`config.mk`:
```
export PLATFORM = sky130hd
export DESIGN_NAME = s820_resp_compactor
export DESIGN_NICKNAME = d
export VERILOG_FILES = /design/src/rtl/s820_resp_pkg.sv /design/src/rtl/s820_misr_step.sv /design/src/rtl/s820_resp_compactor.sv
export SDC_FILE = /design/constraint.sdc
export NUM_CORES = 1
export LEC_CHECK = 0
export BUFFER_PORTS_ARGS = -buffer_cell sky130_fd_sc_hd__buf_2
export CORE_MARGIN = 8
export CORE_UTILIZATION = 25
export DETAILED_ROUTE_END_ITERATION = 16
export RECOVER_POWER = 25
export SETUP_SLACK_MARGIN = 0.1
export SLEW_MARGIN = 20
export SYNTH_ARGS = -nofsm -noshare
export SYNTH_HDL_FRONTEND = slang
export SYNTH_HIERARCHICAL = 1
export SYNTH_SLANG_ARGS = --single-unit
```
`constraint.sdc`:
```
create_clock -name CK -period 2.4 [get_ports CK]
set_clock_uncertainty 0.05 [all_clocks]
set_input_delay 0.48 -clock CK [delete_from_list [all_inputs] [get_ports CK]]
set_output_delay 0.48 -clock CK [all_outputs]
set_load 0.02 [all_outputs]
```
`src/rtl/s820_resp_pkg.sv`:
```
// Shared types and default constants for the s820a response compactor.
package s820_resp_pkg;

  typedef enum logic [1:0] {
    IDLE = 2'd0,
    RUN  = 2'd1,
    HOLD = 2'd2
  } state_e;

  localparam int          RESP_W = 19;
  localparam int          SIG_W  = 32;
  localparam int          CNT_W  = 16;
  localparam logic [31:0] POLY   = 32'h04C11DB7;
  localparam logic [31:0] SEED   = 32'hFFFFFFFF;

endpackage

```
`src/rtl/s820_misr_step.sv`:
```
// One MISR step: shift with polynomial feedback, then fold in the response word.
module s820_misr_step #(
  parameter int               SIG_W  = 32,
  parameter int               RESP_W = 19,
  parameter logic [SIG_W-1:0] POLY   = 32'h04C11DB7
) (
  input  logic [SIG_W-1:0]  sig_i,
  input  logic [RESP_W-1:0] resp_i,
  output logic [SIG_W-1:0]  sig_o
);

  logic [SIG_W-1:0] shifted_s;
  logic [SIG_W-1:0] resp_ext_s;

  always_comb begin
    shifted_s  = {sig_i[SIG_W-2:0], 1'b0};
    resp_ext_s = {{(SIG_W-RESP_W){1'b0}}, resp_i};
    if (sig_i[SIG_W-1]) begin
      sig_o = shifted_s ^ POLY ^ resp_ext_s;
    end else begin
      sig_o = shifted_s ^ resp_ext_s;
    end
  end

endmodule

```
`src/rtl/s820_resp_compactor.sv`:
```
// Compacts s820a primary outputs into a MISR signature over a programmed number of valid cycles.
// Optional expected-signature comparator enabled by defining S820_RESP_EXPECT_EN.
module s820_resp_compactor #(
  parameter int                 RESP_W = s820_resp_pkg::RESP_W,
  parameter int                 SIG_W  = s820_resp_pkg::SIG_W,
  parameter int                 CNT_W  = s820_resp_pkg::CNT_W,
  parameter logic [SIG_W-1:0]   POLY   = s820_resp_pkg::POLY,
  parameter logic [SIG_W-1:0]   SEED   = s820_resp_pkg::SEED
) (
  input  logic              CK,
  input  logic              RN,
  input  logic              START,
  input  logic [CNT_W-1:0]  LEN,
  input  logic              RESP_VLD,
  input  logic [RESP_W-1:0] RESP,
  output logic              BUSY,
  output logic              DONE,
  output logic [SIG_W-1:0]  SIG,
  output logic [CNT_W-1:0]  CNT,
`ifdef S820_RESP_EXPECT_EN
  input  logic [SIG_W-1:0]  EXP_SIG,
  output logic              PASS,
`endif
  input  logic              SIG_ACK
);

  import s820_resp_pkg::*;

  state_e           state_q, state_d;
  logic [SIG_W-1:0] sig_q, sig_d, sig_step_s;
  logic [CNT_W-1:0] cnt_q, cnt_d;
  logic             busy_q, busy_d;
  logic             done_q, done_d;

  s820_misr_step #(
    .SIG_W  (SIG_W),
    .RESP_W (RESP_W),
    .POLY   (POLY)
  ) u_misr_step (
    .sig_i  (sig_q),
    .resp_i (RESP),
    .sig_o  (sig_step_s)
  );

  // Next-state, signature and counter update
  always_comb begin
    state_d = state_q;
    sig_d   = sig_q;
    cnt_d   = cnt_q;
    case (state_q)
      IDLE: begin
        if (START) begin
          sig_d = SEED;
          if (LEN != '0) begin
            cnt_d   = LEN;
            state_d = RUN;
          end else begin
            cnt_d   = '0;
            state_d = HOLD;
          end
        end
      end
      RUN: begin
        if (RESP_VLD) begin
          sig_d = sig_step_s;
          // Guarded decrement: CNT never wraps even if RUN were entered with 0
          if (cnt_q != '0) begin
            cnt_d = cnt_q - CNT_W'(1);
          end else begin
            cnt_d = cnt_q;
          end
          if (cnt_q <= CNT_W'(1)) begin
            state_d = HOLD;
          end else begin
            state_d = RUN;
          end
        end
      end
      HOLD: begin
        if (SIG_ACK) begin
          state_d = IDLE;
        end else begin
          state_d = HOLD;
        end
      end
      default: begin
        state_d = IDLE;
      end
    endcase
    busy_d = (state_d == RUN);
    done_d = (state_d == HOLD);
  end

  always_ff @(posedge CK or negedge RN) begin
    if (!RN) begin
      state_q <= IDLE;
      sig_q   <= '0;
      cnt_q   <= '0;
      busy_q  <= 1'b0;
      done_q  <= 1'b0;
    end else begin
      state_q <= state_d;
      sig_q   <= sig_d;
      cnt_q   <= cnt_d;
      busy_q  <= busy_d;
      done_q  <= done_d;
    end
  end

  assign BUSY = busy_q;
  assign DONE = done_q;
  assign SIG  = sig_q;
  assign CNT  = cnt_q;

`ifdef S820_RESP_EXPECT_EN
  logic pass_q, pass_d;

  // Verdict is captured from the signature being loaded on the HOLD-entry edge
  always_comb begin
    pass_d = pass_q;
    if ((state_d == HOLD) && (state_q != HOLD)) begin
      pass_d = (sig_d == EXP_SIG);
    end else if ((state_q == HOLD) && (state_d != HOLD)) begin
      pass_d = 1'b0;
    end else begin
      pass_d = pass_q;
    end
  end

  always_ff @(posedge CK or negedge RN) begin
    if (!RN) begin
      pass_q <= 1'b0;
    end else begin
      pass_q <= pass_d;
    end
  end

  assign PASS = pass_q;
`endif

endmodule

```
==> reports/results.tsv <==
metric	value	unit
Area contributors post-synth	dfrtp_1 44%, nor2_1 9.7%, a21oi_1 8.7%, xor3_1 4.8%, xor3_4 3.7%	
Fmax	499	MHz
largest net degree at the start of global routing	65	
status	finished clean	
top cell family by delay on the critical path	compound AO/OA/AOI/OAI gates	
CP max stage cell	o31a_1	
first-pass GRT wire length	13300	µm
n_diodes	0	
Post-Route Utilization	31.6	%
met1 Use GR	13.0	%
Buf/Inv on CP	0	
I/O pin total	90	
grt met3 use	3.15	%
Final Hold Vio Count	0	
CTS Sinks	52	
clock buffer count from CTS	5	
vias	2511	
maximum vdd ir drop	568	µV
clock root buffer master	clkbuf_16	
Power Dens Cells	1260	nW/µm²
Worst R2R Path Depth	5	
DR WL/cell	14.7	µm
post-synth cell types	45	
Critical Path Start Type	flip-flop	
Final #Nets	434	
DP HPWL	5840	µm
worst-path maximum fanout	15	
Setup TNS	0	ns
Worst EP arrival	2.09	ns
Tightest Hold Check Type	in -> async	
via/cell ratio	4.69	
number of global-route vias before repair	2649	
Final Setup Violations	0	
gr usage total	9.93	%
Clk pin slew, worst setup/hold paths	0.07	ns
Area Growth Syn to Fin	22.7	%
GR met2 Demand/Resource	15.7	%
antenna violations before repair	0	
cell breakdown of the critical path	nor4_4 > nand2_4 > o31a_1 > a21oi_1 > a21oi_1	
Setup Crit Path Kind	reg -> reg	
Syn Nets	360	
Die Width	125	µm
Die Y	125	µm
area leader, netlist	dfrtp_1	
cell count after synthesis	318	
Cell Rows	39	
Resized cells post-CTS	0	
grt total ovfl	0	
layout cells sized above 1	29.1	%
fill count	1205	
post-CTS setup buffers	0	
sequential area share after synthesis	44.1	%
required time of the critical path	2.49	ns
yosys warns	6	
Reg2Reg Capture Point	CNT[6]	
fin crit share	83.5	%
Final Max Tran Viols	0	
CTS tree	yes	
CP max stage delay	0.51	ns
crit-path most repeated cell	a21oi_1	
post-cts hold buffer count	0	
worst hold margin	0.187	ns
die area	15500	µm²
Tmin final	2.00	ns
top cell type's share of synthesized area	44.1	%
PortBufs	89	
CP endpoint kind	flip-flop	
Slew @ Worst Pin	1.25	ns
Mapped Area	2950	µm²
Syn Area/Cell	9.27	µm²
Post-Layout Cell Count	535	
CTS max path bufs	2	
r2r setup slk	0.40	ns
Max Cap Viol	0	
Core Box Area	11500	µm²
dpl cells	528	
routability cong.	0.804	
DRT Pass-1 Iters	4	
LEAKAGE	1.61	nW
peak-usage layer in the global routing report	met2	
H-Tree Depth	2	
flops & latches, synth	52	
initial drt markers	98	
# DRC	0	
Final ANT Viol Nets	0	
RSZ-0062 raised after global routing	no	
Worst-Skew Late Latency	0.28	ns
Worst R2R Start	CNT[5]	
drt total wl	7850	µm
Initial Util	25.7	%
Rel. slew slack	16.6	%
-- cells in the final DEF, fill, tap and decap left out, types with 2 or more instances in the layout --
cell,Yosys,routed
o21ai_0,16,16
mux2i_1,2,2
a21oi_1,51,51
a31oi_1,2,2
nor3_1,7,7
xor3_1,6,6
buf_4,11,5
buf_2,3,88
o22ai_1,5,5
xor3_4,4,4
nor4_1,5,5
a22oi_1,3,3
o2bb2ai_1,3,3
ha_1,2,2
nor2_1,76,75
dfrtp_1,52,52
nand2_1,11,11
inv_1,5,5
o31a_1,2,2
clkbuf_16,0,5
o32ai_1,3,3
clkbuf_1,10,3
xor2_1,12,12
-- worst register-to-register path: cells and delay by family (launching register included) --
kind / cells / cell delay (ns)
simple gates: 2 / 0.54
compound gates: 3 / 0.78
flops: 1 / 0.49
-- stage by stage --
step | setup WS (ns) | instance area [µm²] | power, mW
4_1_cts | 0.410 | 3630 | 4.64
2_1_floorplan | 0.451 | 2950 | 3.28
6_report | 0.396 | 3620 | 4.57
5_1_grt | 0.119 | 3620 | 4.93
3_5_place_dp | 0.423 | 3490 | 3.93
3_3_place_gp | 0.483 | 3490 | 3.89
-- cells in the mapped netlist (all sizes together) --
cell type  number
nor3            8
clkbuf         10
dfrtp          52
o31ai           1
inv             5
o2111ai         1
o21ai          16
mux2i           2
a2bb2oi         1
nor3b           1
a22oi           3
o22a            1
xor2           12
o22ai           5
a21oi          52
o32ai           3
nor4            7
nand2b          1
o31a            2
nand3b          1
xor3           10
nand3           1
o211ai          1
or4             2
a31oi           2
o2bb2ai         3
nor2b           1
ha              2
nand4           1
nor2           76
nand2          12
and3            1
or3             1
buf            20
or2b            1
-- layer usage --
metal,share of wire [%],up-vias
li1,-,1246
met1,47,1170
met5,0,-
met4,0.39,0
met2,45,91
met3,7.8,4
-- registers in the layout (all words and copies together) (netlist names) --
signal,flops
DONE,1
CNT,16
SIG,32
state_q,2
BUSY,1
-- worst max path at each step --
| stage | from | to | cells past startpoint |
|---|---|---|---|
| floorplan | CNT[0] | CNT[6] | 8 |
| global placement | CNT[5] | CNT[1] | 5 |
| detailed placement | CNT[5] | CNT[6] | 5 |
| CTS | CNT[5] | CNT[6] | 5 |
| global route | RN | SIG[19] | 2 |
| finish | CNT[5] | CNT[6] | 5 |
-- cell type report --
type | count | area [µm²] | share of cell area (%)
clock inverter | 2 | 12.5 | 0.346
inverter | 5 | 18.8 | 0.518
multi-input combinational | 231 | 1470 | 40.7
sequential | 52 | 1300 | 35.9
tap | 143 | 179 | 4.94
clock buffer | 5 | 125 | 3.46
timing repair buffer | 97 | 509 | 14.1
-- where the power goes --
group / leakage [nW] / internal [mW] / total, mW / switching [mW]
registers: 0.579 / 1.25 / 1.67 / 0.419
clock network: 0.0657 / 0.380 / 0.695 / 0.316
logic: 0.965 / 0.961 / 2.21 / 1.25
total: 1.61 / 2.59 / 4.57 / 1.98
-- cells by family (layout without fill, tap and decap cells) --
| group | after synthesis | count (layout) | share of synthesized area, % |
|---|---|---|---|
| AOI/OAI and AO/OA | 91 | 91 | 18.2 |
| xor gates and xnor gates | 22 | 22 | 12.1 |
| adders and majority gates | 2 | 2 | 0.848 |
| buffers and inverters | 35 | 109 | 6.24 |
| DFF | 52 | 52 | 44.1 |
| muxes | 2 | 2 | 0.679 |
| and+or+nand+nor | 114 | 114 | 17.8 |
(Power assumes the default switching activity.)
